### config.mk
export PLATFORM = sky130hd
export DESIGN_NAME = imem_loader
export DESIGN_NICKNAME = d
export VERILOG_FILES = /design/src/rtl/imem_loader_pkg.sv /design/src/rtl/imem_loader_byte_packer.sv /design/src/rtl/imem_loader.sv
export SDC_FILE = /design/constraint.sdc
export NUM_CORES = 1
export LEC_CHECK = 0
export CAP_MARGIN = 15
export CELL_PAD_IN_SITES_DETAIL_PLACEMENT = 1
export CELL_PAD_IN_SITES_GLOBAL_PLACEMENT = 2
export CORE_ASPECT_RATIO = 0.75
export CORE_MARGIN = 5
export CORE_UTILIZATION = 34
export CTS_CLUSTER_SIZE = 16
export DETAILED_ROUTE_END_ITERATION = 7
export PLACE_DENSITY_LB_ADDON = 0.12
export SYNTH_ARGS = -nofsm -noshare
export SYNTH_HDL_FRONTEND = slang
export SYNTH_SLANG_ARGS = --single-unit
### constraint.sdc
create_clock -name clk -period 2.94 [get_ports clk]
set_input_delay 0.441 -clock clk [delete_from_list [all_inputs] [get_ports clk]]
set_output_delay 0.441 -clock clk [all_outputs]
set_load 0.05 [all_outputs]
### src/rtl/imem_loader_pkg.sv
// Shared definitions for the instruction-memory loader: FSM encoding,
// byte-packing geometry and small helpers used by the loader and its packer.
package imem_loader_pkg;

  typedef enum logic [1:0] {
    ST_IDLE  = 2'd0,
    ST_RECV  = 2'd1,
    ST_WRITE = 2'd2
  } state_t;

  localparam int BYTES_PER_WORD = 4;
  localparam int BYTE_IDX_W     = 2;

  // Little-endian lane insert: byte k lands in word[8k+7:8k].
  function automatic logic [31:0] pack_byte(input logic [31:0]           word,
                                            input logic [BYTE_IDX_W-1:0] idx,
                                            input logic [7:0]            data);
    logic [31:0] res;
    res = word;
    case (idx)
      2'd0:    res[7:0]   = data;
      2'd1:    res[15:8]  = data;
      2'd2:    res[23:16] = data;
      2'd3:    res[31:24] = data;
      default: res        = word;
    endcase
    return res;
  endfunction

  // A load must cover at least one word and may not exceed the memory.
  function automatic logic count_legal(input int unsigned cnt, input int unsigned depth);
    return (cnt != 32'd0) && (cnt <= depth);
  endfunction

endpackage

### src/rtl/imem_loader_byte_packer.sv
// Assembles up to four stream bytes into one 32-bit little-endian word register.
module imem_loader_byte_packer
  import imem_loader_pkg::*;
(
  input  logic                  clk,
  input  logic                  reset,
  input  logic [7:0]            data_byte,
  input  logic [BYTE_IDX_W-1:0] byte_idx,
  input  logic                  load,
  input  logic                  clear,
  output logic [31:0]           word
);

  logic [31:0] word_r;

  // Word register: clear wins over load so a new word always starts from zero.
  always_ff @(posedge clk or posedge reset) begin
    if (reset) begin
      word_r <= 32'h0000_0000;
    end else if (clear) begin
      word_r <= 32'h0000_0000;
    end else if (load) begin
      word_r <= pack_byte(word_r, byte_idx, data_byte);
    end
  end

  assign word = word_r;

endmodule

### src/rtl/imem_loader.sv
// Streams a byte-wise program into instruction memory one 32-bit word at a
// time and keeps the CPU held in reset until the whole program is written.
module imem_loader
  import imem_loader_pkg::*;
#(
  parameter int DEPTH  = 64,
  parameter int ADDR_W = 6
) (
  input  logic              clk,
  input  logic              reset,
  input  logic              start,
  input  logic [ADDR_W:0]   word_count,
  input  logic [7:0]        in_byte,
  input  logic              in_valid,
  output logic              in_ready,
  output logic              imem_we,
  output logic [ADDR_W-1:0] imem_addr,
  output logic [31:0]       imem_wdata,
  output logic              cpu_hold,
  output logic              busy,
  output logic              done,
  output logic              error
);

  localparam logic [ADDR_W-1:0]     ADDR_ZERO = {ADDR_W{1'b0}};
  localparam logic [ADDR_W-1:0]     ADDR_ONE  = {{(ADDR_W-1){1'b0}}, 1'b1};
  localparam logic [ADDR_W:0]       CNT_ONE   = {{ADDR_W{1'b0}}, 1'b1};
  localparam logic [BYTE_IDX_W-1:0] LAST_BYTE = BYTE_IDX_W'(BYTES_PER_WORD - 1);

  state_t state_r, state_nxt_s;

  logic                  in_ready_r,   in_ready_nxt_s;
  logic                  imem_we_r,    imem_we_nxt_s;
  logic [ADDR_W-1:0]     imem_addr_r,  imem_addr_nxt_s;
  logic [31:0]           imem_wdata_r, imem_wdata_nxt_s;
  logic                  cpu_hold_r,   cpu_hold_nxt_s;
  logic                  busy_r,       busy_nxt_s;
  logic                  done_r,       done_nxt_s;
  logic                  error_r,      error_nxt_s;
  logic [ADDR_W:0]       count_r,      count_nxt_s;
  logic [ADDR_W-1:0]     word_idx_r,   word_idx_nxt_s;
  logic [BYTE_IDX_W-1:0] byte_idx_r,   byte_idx_nxt_s;

  logic        xfer_s;
  logic        last_byte_s;
  logic        last_word_s;
  logic        start_ok_s;
  logic        pack_load_s;
  logic        pack_clear_s;
  logic [31:0] packed_word_s;

  assign xfer_s      = in_valid && in_ready_r;
  assign last_byte_s = (byte_idx_r == LAST_BYTE);
  assign last_word_s = ({1'b0, word_idx_r} == (count_r - CNT_ONE));
  assign start_ok_s  = count_legal(32'(word_count), 32'(DEPTH));

  imem_loader_byte_packer u_packer (
    .clk       (clk),
    .reset     (reset),
    .data_byte (in_byte),
    .byte_idx  (byte_idx_r),
    .load      (pack_load_s),
    .clear     (pack_clear_s),
    .word      (packed_word_s)
  );

  // FSM state register.
  always_ff @(posedge clk or posedge reset) begin
    if (reset) begin
      state_r <= ST_IDLE;
    end else begin
      state_r <= state_nxt_s;
    end
  end

  // Next-state logic.
  always_comb begin
    state_nxt_s = state_r;
    case (state_r)
      ST_IDLE: begin
        if (start && start_ok_s) begin
          state_nxt_s = ST_RECV;
        end else begin
          state_nxt_s = ST_IDLE;
        end
      end
      ST_RECV: begin
        if (xfer_s && last_byte_s) begin
          state_nxt_s = ST_WRITE;
        end else begin
          state_nxt_s = ST_RECV;
        end
      end
      ST_WRITE: begin
        if (last_word_s) begin
          state_nxt_s = ST_IDLE;
        end else begin
          state_nxt_s = ST_RECV;
        end
      end
      default: state_nxt_s = ST_IDLE;
    endcase
  end

  // Next values of the registered outputs, counters and packer controls.
  always_comb begin
    in_ready_nxt_s   = in_ready_r;
    imem_we_nxt_s    = 1'b0;
    imem_addr_nxt_s  = imem_addr_r;
    imem_wdata_nxt_s = imem_wdata_r;
    cpu_hold_nxt_s   = cpu_hold_r;
    busy_nxt_s       = busy_r;
    done_nxt_s       = done_r;
    error_nxt_s      = error_r;
    count_nxt_s      = count_r;
    word_idx_nxt_s   = word_idx_r;
    byte_idx_nxt_s   = byte_idx_r;
    pack_load_s      = 1'b0;
    pack_clear_s     = 1'b0;
    case (state_r)
      ST_IDLE: begin
        in_ready_nxt_s = 1'b0;
        if (start && start_ok_s) begin
          count_nxt_s    = word_count;
          error_nxt_s    = 1'b0;
          done_nxt_s     = 1'b0;
          cpu_hold_nxt_s = 1'b1;
          busy_nxt_s     = 1'b1;
          byte_idx_nxt_s = {BYTE_IDX_W{1'b0}};
          word_idx_nxt_s = ADDR_ZERO;
          in_ready_nxt_s = 1'b1;
          pack_clear_s   = 1'b1;
        end else if (start) begin
          error_nxt_s = 1'b1;
          done_nxt_s  = 1'b0;
        end else begin
          error_nxt_s = error_r;
        end
      end
      ST_RECV: begin
        if (xfer_s) begin
          pack_load_s = 1'b1;
          if (last_byte_s) begin
            // The 4th byte goes straight into the write data; the packer only holds lanes 0..2.
            in_ready_nxt_s   = 1'b0;
            imem_we_nxt_s    = 1'b1;
            imem_addr_nxt_s  = word_idx_r;
            imem_wdata_nxt_s = pack_byte(packed_word_s, byte_idx_r, in_byte);
            byte_idx_nxt_s   = {BYTE_IDX_W{1'b0}};
          end else begin
            byte_idx_nxt_s = byte_idx_r + {{(BYTE_IDX_W-1){1'b0}}, 1'b1};
          end
        end else begin
          byte_idx_nxt_s = byte_idx_r;
        end
      end
      ST_WRITE: begin
        pack_clear_s = 1'b1;
        if (last_word_s) begin
          in_ready_nxt_s = 1'b0;
          busy_nxt_s     = 1'b0;
          done_nxt_s     = 1'b1;
          cpu_hold_nxt_s = 1'b0;
        end else begin
          in_ready_nxt_s = 1'b1;
          word_idx_nxt_s = word_idx_r + ADDR_ONE;
          byte_idx_nxt_s = {BYTE_IDX_W{1'b0}};
        end
      end
      default: begin
        in_ready_nxt_s = 1'b0;
        busy_nxt_s     = 1'b0;
      end
    endcase
  end

  // Output and counter registers; reset aborts any load without issuing a write.
  always_ff @(posedge clk or posedge reset) begin
    if (reset) begin
      in_ready_r   <= 1'b0;
      imem_we_r    <= 1'b0;
      imem_addr_r  <= ADDR_ZERO;
      imem_wdata_r <= 32'h0000_0000;
      cpu_hold_r   <= 1'b1;
      busy_r       <= 1'b0;
      done_r       <= 1'b0;
      error_r      <= 1'b0;
      count_r      <= {(ADDR_W+1){1'b0}};
      word_idx_r   <= ADDR_ZERO;
      byte_idx_r   <= {BYTE_IDX_W{1'b0}};
    end else begin
      in_ready_r   <= in_ready_nxt_s;
      imem_we_r    <= imem_we_nxt_s;
      imem_addr_r  <= imem_addr_nxt_s;
      imem_wdata_r <= imem_wdata_nxt_s;
      cpu_hold_r   <= cpu_hold_nxt_s;
      busy_r       <= busy_nxt_s;
      done_r       <= done_nxt_s;
      error_r      <= error_nxt_s;
      count_r      <= count_nxt_s;
      word_idx_r   <= word_idx_nxt_s;
      byte_idx_r   <= byte_idx_nxt_s;
    end
  end

  assign in_ready   = in_ready_r;
  assign imem_we    = imem_we_r;
  assign imem_addr  = imem_addr_r;
  assign imem_wdata = imem_wdata_r;
  assign cpu_hold   = cpu_hold_r;
  assign busy       = busy_r;
  assign done       = done_r;
  assign error      = error_r;

endmodule

==> results.ini, run 1 <==
[outcome]
status=completed

[timing]
worstMarginPinSlew_ps=544
final_hold_viol_count=0
finalMaxSlewViolations=0
setup_viol=0
relSlewSlack=0.636
fmax_mhz=390
fin_skew_ps=5.41
fin_setup_tns_ps=0
timing.final.crit_share=0.872
grt_setup_unrepaired=false
setup_ws_ps=375
layout_min_cycle_time_ps=2560

[final_layout]
layout.nets=455
design_area_um2=4980
drive_gt1_frac=0.133
antenna_cells=0
area_growth_pct=27.7

[route]
vias=2913
post-route-drc-count=0
wire_per_inst_um=17.6
met1_length_um=5200
drtAntennaViolNets=0
avgViaCountPerCell=5.07
first_pass_iters=4
dr_wl_met3_um=511
wl_met2_um=4290
dr.max_layer_used=met4
drt-total-wl_um=10100
drtIter0Drc=130

[floorplanning]
fp-row-count=33
fp.dieArea_um2=13700
die-height_um=103
core_um2=11100
die_w_um=134
io_pins=63
start_util=0.352

[synth]
netlist.area_leader.share=0.539
ys_top_cells_by_area=dfrtp_1, mux2i_1, nand2_1, mux2_2, a21oi_1
synth.cell_area_um2=3900
yosysUniqueCellTypes=44
async_flop_share=1.00
synth_most_common_cell=dfrtp_1
synth.avg_cell_area_um2=10.6
synth_commonest_cells=dfrtp_1, nand2_1, a21oi_1, nand3_1, o21ai_0
synth_warnings=0
synth.yosys.seq_area_share=0.546
synthFlopType=dfrtp_1
yosys_register_bits=85
netlist_instances=368
synth_edf_count=0
synth_top_area_cell=dfrtp_1
synth_nets=393

[critical_path]
crit_slowest_cell=dfrtp_1
worst_ep_arrival_time_ps=2780
critPathTopFamily=compound AO/OA/AOI/OAI gates
start_kind=register
r2r_start=count_r[0]
slowest_delay_ps=490
cp_max_fo=13
rr_worst_depth=9
worstPathRequired_ps=3150
end_kind=register
path_cells=inv_1 > ha_1 > o21bai_1 > a2111oi_2 > a31oi_1 > a221oi_2 > buf_4 > nand2b_1 > o21ai_0
worst-path-buf-inv=2
path_depth=9
setup.worst_path.start=count_r[0]
setup.worst_path.class=reg2reg

[min_path]
min_path_type=reg2reg
hold_path_depth=2
min_from=imem_wdata[2]

[clocking]
clock_path_buffers=2
clk_latency_ps=340
htree_levels=3
numCtsBuffers=9
clk_pin_slew_ps=70
post_cts_buffers=0
clock_sinks=85
hold_buffers=0
cts-resized-gates=0
cts-root-buf=clkbuf_16
cts_tree=yes

[grt]
grt_usage=0.157
grt_pass1_wl_um=16800
first_global_vias=3121
grt_max_degree=86
antenna_found_initial=0
globalRouteOverflowTotal=0

[placed_design]
preCtsSetupSlack_ps=267
numPortBuffers=62
gp_congestion=0.699
dpl_cell_area_um2=4690
place_hpwl_um=7010

[power_and_ir_drop]
leakage_nw=2.13
ir_drop_mv=0.595
pwr_density_cell_nw_per_um2=1170
p_total_mw=5.80

[flow_run]
cap_violations=0

-- metal layers --
layer,vias up,track usage
li1,1407,-
met1,1444,0.229
met2,53,0.233
met3,9,0.0468
met4,0,0.0356
met5,-,0
-- worst paths after layout --
check / to / slack, ps
setup / recovery: state_r[0] / 380
hold / removal: imem_wdata[2] / 480
setup reg to reg: state_r[0] / 380
hold reg to reg: imem_wdata[2] / 480
max in group asynchronous: cpu_hold / 2040
min in group asynchronous: imem_wdata[15] / 530
-- placed cells by master (no fill, tap or decap), types with 2 or more instances in the layout --
master,count
dfrtp_1,84
clkdlybuf4s50_1,62
nand2_1,60
a21oi_1,29
nand3_1,27
o21ai_0,27
mux2i_1,26
mux2_2,19
inv_1,9
clkbuf_16,9
buf_4,9
ha_1,6
nor2_1,5
o211ai_1,5
xnor2_1,4
nor3_1,4
clkinvlp_4,4
a31oi_1,3
xor2_1,3
a22o_1,3
o31ai_1,3
nand2_2,2
nand3b_1,2
nand2b_1,2
mux2_1,2
o21a_1,2
-- cells by family after synthesis --
group	share of synthesized area
flops	0.546
xor+xnor	0.0157
compound gates	0.128
simple gates	0.128
fa+ha+maj	0.0193
mux	0.127
buf+inv	0.0353
-- report_power, final --
| part | internal (mW) | leakage, nW | total, mW | switching [mW] |
|---|---|---|---|---|
| Sequential | 1.64 | 1.10 | 2.01 | 0.368 |
| Combinational | 1.02 | 0.907 | 2.72 | 1.70 |
| Clock | 0.600 | 0.127 | 1.08 | 0.482 |
-- flip-flops by register name (all words and copies together), names as in the netlist --
signal / count
word_idx_r: 6
imem_we: 1
u_packer.word: 24
imem_wdata: 32
byte_idx_r: 2
imem_addr: 6
count_r: 7
cpu_hold: 1
error: 1
done: 1
state_r: 2
in_ready: 1
busy: 1
-- tightest hold or removal path, cell delays in order, from the launching register on --
cell,delay (ps)
dfrtp_1,340
nand2_1,50
o21ai_0,60
-- final cells by class --
type	count	area, um^2
fillers	1207	6090
flip-flops and latches	85	2130
multi-input cells	251	1640
repair buffers	72	708
clock buffers	10	239
well taps	140	175
clock inverters	6	47.5
inverters	11	42.5
-- stage by stage --
stage	hold slack, ps	std cells	utilization
after floorplan	501	368	-
after global placement	463	559	0.424
after detailed placement	471	559	0.424
after CTS	486	575	0.450
after global routing	493	575	0.450
final	477	575	0.450
Note: power is estimated with default switching activity, not from simulation.
==> inputs of run 2 (changes only) <==
Settings changed: REMOVE_ABC_BUFFERS set to 1.
==> run 2 against run 1 <==
Worst setup slack improved by 50 ps. Critical path depth unchanged. Cell count increased by 0.17%. Register-to-register slack improved by 50 ps. First-iteration DRC count is 38% lower. Clock skew is 0.67 ps higher. Design area is 0.93% higher. Die area unchanged. Clock power is 15% higher. Combinational power about the same.
==> results.ini, run 2 (same netlist as run 1, synthesis figures left out) <==
[outcome]
status=completed

[timing]
layout_min_cycle_time_ps=2510  ; -49.9 ps
grt_setup_unrepaired=false
fmax_mhz=398  ; +2.0%
timing.final.crit_share=0.855  ; -0.0170
worstMarginPinSlew_ps=590  ; +46.3 ps
final_hold_viol_count=0  ; unchanged
setup_ws_ps=425  ; +49.9 ps
fin_setup_tns_ps=0  ; unchanged
fin_skew_ps=6.08  ; +0.673 ps
relSlewSlack=0.606  ; -0.0297
setup_viol=0  ; unchanged
finalMaxSlewViolations=0  ; unchanged

[floorplanning]
die_w_um=134  ; unchanged
fp-row-count=33  ; unchanged
core_um2=11100  ; unchanged
fp.dieArea_um2=13700  ; unchanged
start_util=0.352  ; unchanged
io_pins=63  ; unchanged
die-height_um=103  ; unchanged

[route]
avgViaCountPerCell=5.08  ; +0.20%
first_pass_iters=4  ; unchanged
post-route-drc-count=0  ; unchanged
drt-total-wl_um=9730  ; -3.7%
wire_per_inst_um=16.9  ; -3.8%
drtIter0Drc=81  ; -38%
drtAntennaViolNets=0  ; unchanged
vias=2924  ; +0.38%

[critical_path]
start_kind=register
reg2reg_slack_ps=430  ; +50 ps
cp_max_fo=13  ; unchanged
worst_ep_arrival_time_ps=2730  ; -50 ps
setup.worst_path.class=reg2reg
end_kind=register
worstSetupEndpoint=state_r[0]
reg2reg_to=state_r[0]
worstPathRequired_ps=3150  ; about the same
setup.worst_path.start=count_r[0]
rr_worst_depth=9  ; unchanged
r2r_start=count_r[0]

[clocking]
numCtsBuffers=9  ; unchanged
post_cts_buffers=0  ; unchanged
clock_path_buffers=2  ; unchanged
clk_latency_ps=340  ; about the same
cts-root-buf=clkbuf_16
clock_sinks=85  ; unchanged
cts-resized-gates=0  ; unchanged
htree_levels=3  ; unchanged
hold_buffers=0  ; unchanged
clk_pin_slew_ps=60  ; about the same
cts_tree=yes

[power_and_ir_drop]
swShare=0.424  ; -0.0154
p_sw_mw=2.52  ; -1.0%
leakage_nw=2.17  ; +1.7%
p_int_mw=3.43  ; +5.4%
clkPwrFrac=0.208  ; +0.022
p_comb_frac=0.457  ; -0.011
seq_power_share=0.335  ; -0.010
ir_drop_mv=0.466  ; -22%
pwr_density_cell_nw_per_um2=1190  ; +1.6%

[final_layout]
antenna_cells=0  ; unchanged
layout.nets=456  ; +0.22%
mostFrequentLayoutCells=dfrtp_1, clkdlybuf4s50_1, nand2_1
mostFrequentLayoutCell=dfrtp_1
largest_register_ffs=32  ; unchanged
drive_gt1_frac=0.135  ; +0.00199
area_growth_pct=28.9

[placed_design]
numPortBuffers=62  ; unchanged
preCtsSetupSlack_ps=375  ; +108 ps
place_hpwl_um=6730  ; -3.9%
gp_congestion=0.701  ; +0.33%

[grt]
grt_max_degree=86  ; unchanged
globalRouteOverflowTotal=0  ; unchanged
antenna_found_initial=0  ; unchanged
first_global_vias=3165  ; +1.4%
grt_usage=0.153  ; -0.00457
grt_pass1_wl_um=16500  ; -1.9%

[flow_run]
cap_violations=0  ; unchanged

[min_path]
min_path_type=reg2reg

-- run 2: cell count changes in the layout (fill, tap and decap cells not counted), sizes merged --
cell	before	now
clkinvlp	4	1
bufinv	0	2
clkinv	2	4
buf	10	11
inv	11	10
-- run 2: cell type report --
class | count | area [um^2]
clock buffer | 10 | 239
fill | 1190 | 6040
inverter | 11 | 42.5
sequential | 85 | 2130
clock inverter | 6 | 86.3
timing repair buffer | 73 | 716
tap | 140 | 175
multi-input combinational | 251 | 1640
-- run 2: stage by stage --
stage          hold slack (ps)  instances  total power, mW  area (um^2)   util
4_1_cts                    485        576             6.05         5020  0.454
6_report                   476        576             5.95         5020  0.454
2_1_floorplan              501        347             3.83         3800      -
3_3_place_gp               465        560             4.71         4700  0.424
5_1_grt                    512        576             6.34         5020  0.454
3_5_place_dp               470        560             4.78         4700  0.424
-- run 2: how the worst min path moves through the flow --
stage,startpoint,to,slack (ps),cells after the start
finish,imem_wdata[0],imem_wdata[0],480,2
global route,imem_wdata[16],imem_wdata[16],510,2
CTS,imem_wdata[0],imem_wdata[0],490,2
detailed placement,imem_wdata[0],imem_wdata[0],470,2
global placement,imem_wdata[16],imem_wdata[16],460,2
floorplan,u_packer.word[0],u_packer.word[0],500,2
-- run 2: power by group through the flow --
stage	Combinational [mW]	Clock, mW	Sequential (mW)
after floorplan	1.06	0	2.76
after global placement	2.70	0	2.00
after detailed placement	2.75	0	2.03
after CTS	2.77	1.28	2.00
after global routing	2.94	1.33	2.07
final	2.72	1.24	2.00
-- run 2: worst max-delay path, stage by stage, from the launching register on --
cell and delay, ps:
dfrtp_1 490, inv_1 80, ha_1 300, o21bai_1 210
a2111oi_2 360, a31oi_1 100, a221oi_2 300, buf_4 240
nand2b_1 200, o21ai_0 100
-- run 2: per-layer routing --
metal / global-route usage / vias to the layer above / routed length [um]
li1: - / 1410 / -
met1: 0.212 / 1452 / 4780
met2: 0.235 / 51 / 4380
met3: 0.0410 / 11 / 415
met4: 0.0498 / 0 / 144
met5: 0 / - / 0
==> inputs of run 3 (changes only) <==
Settings changed: SLEW_MARGIN set to 40.
==> results of run 3 <==
Same layout as run 2: the final DEF is identical, and so are final timing and power.
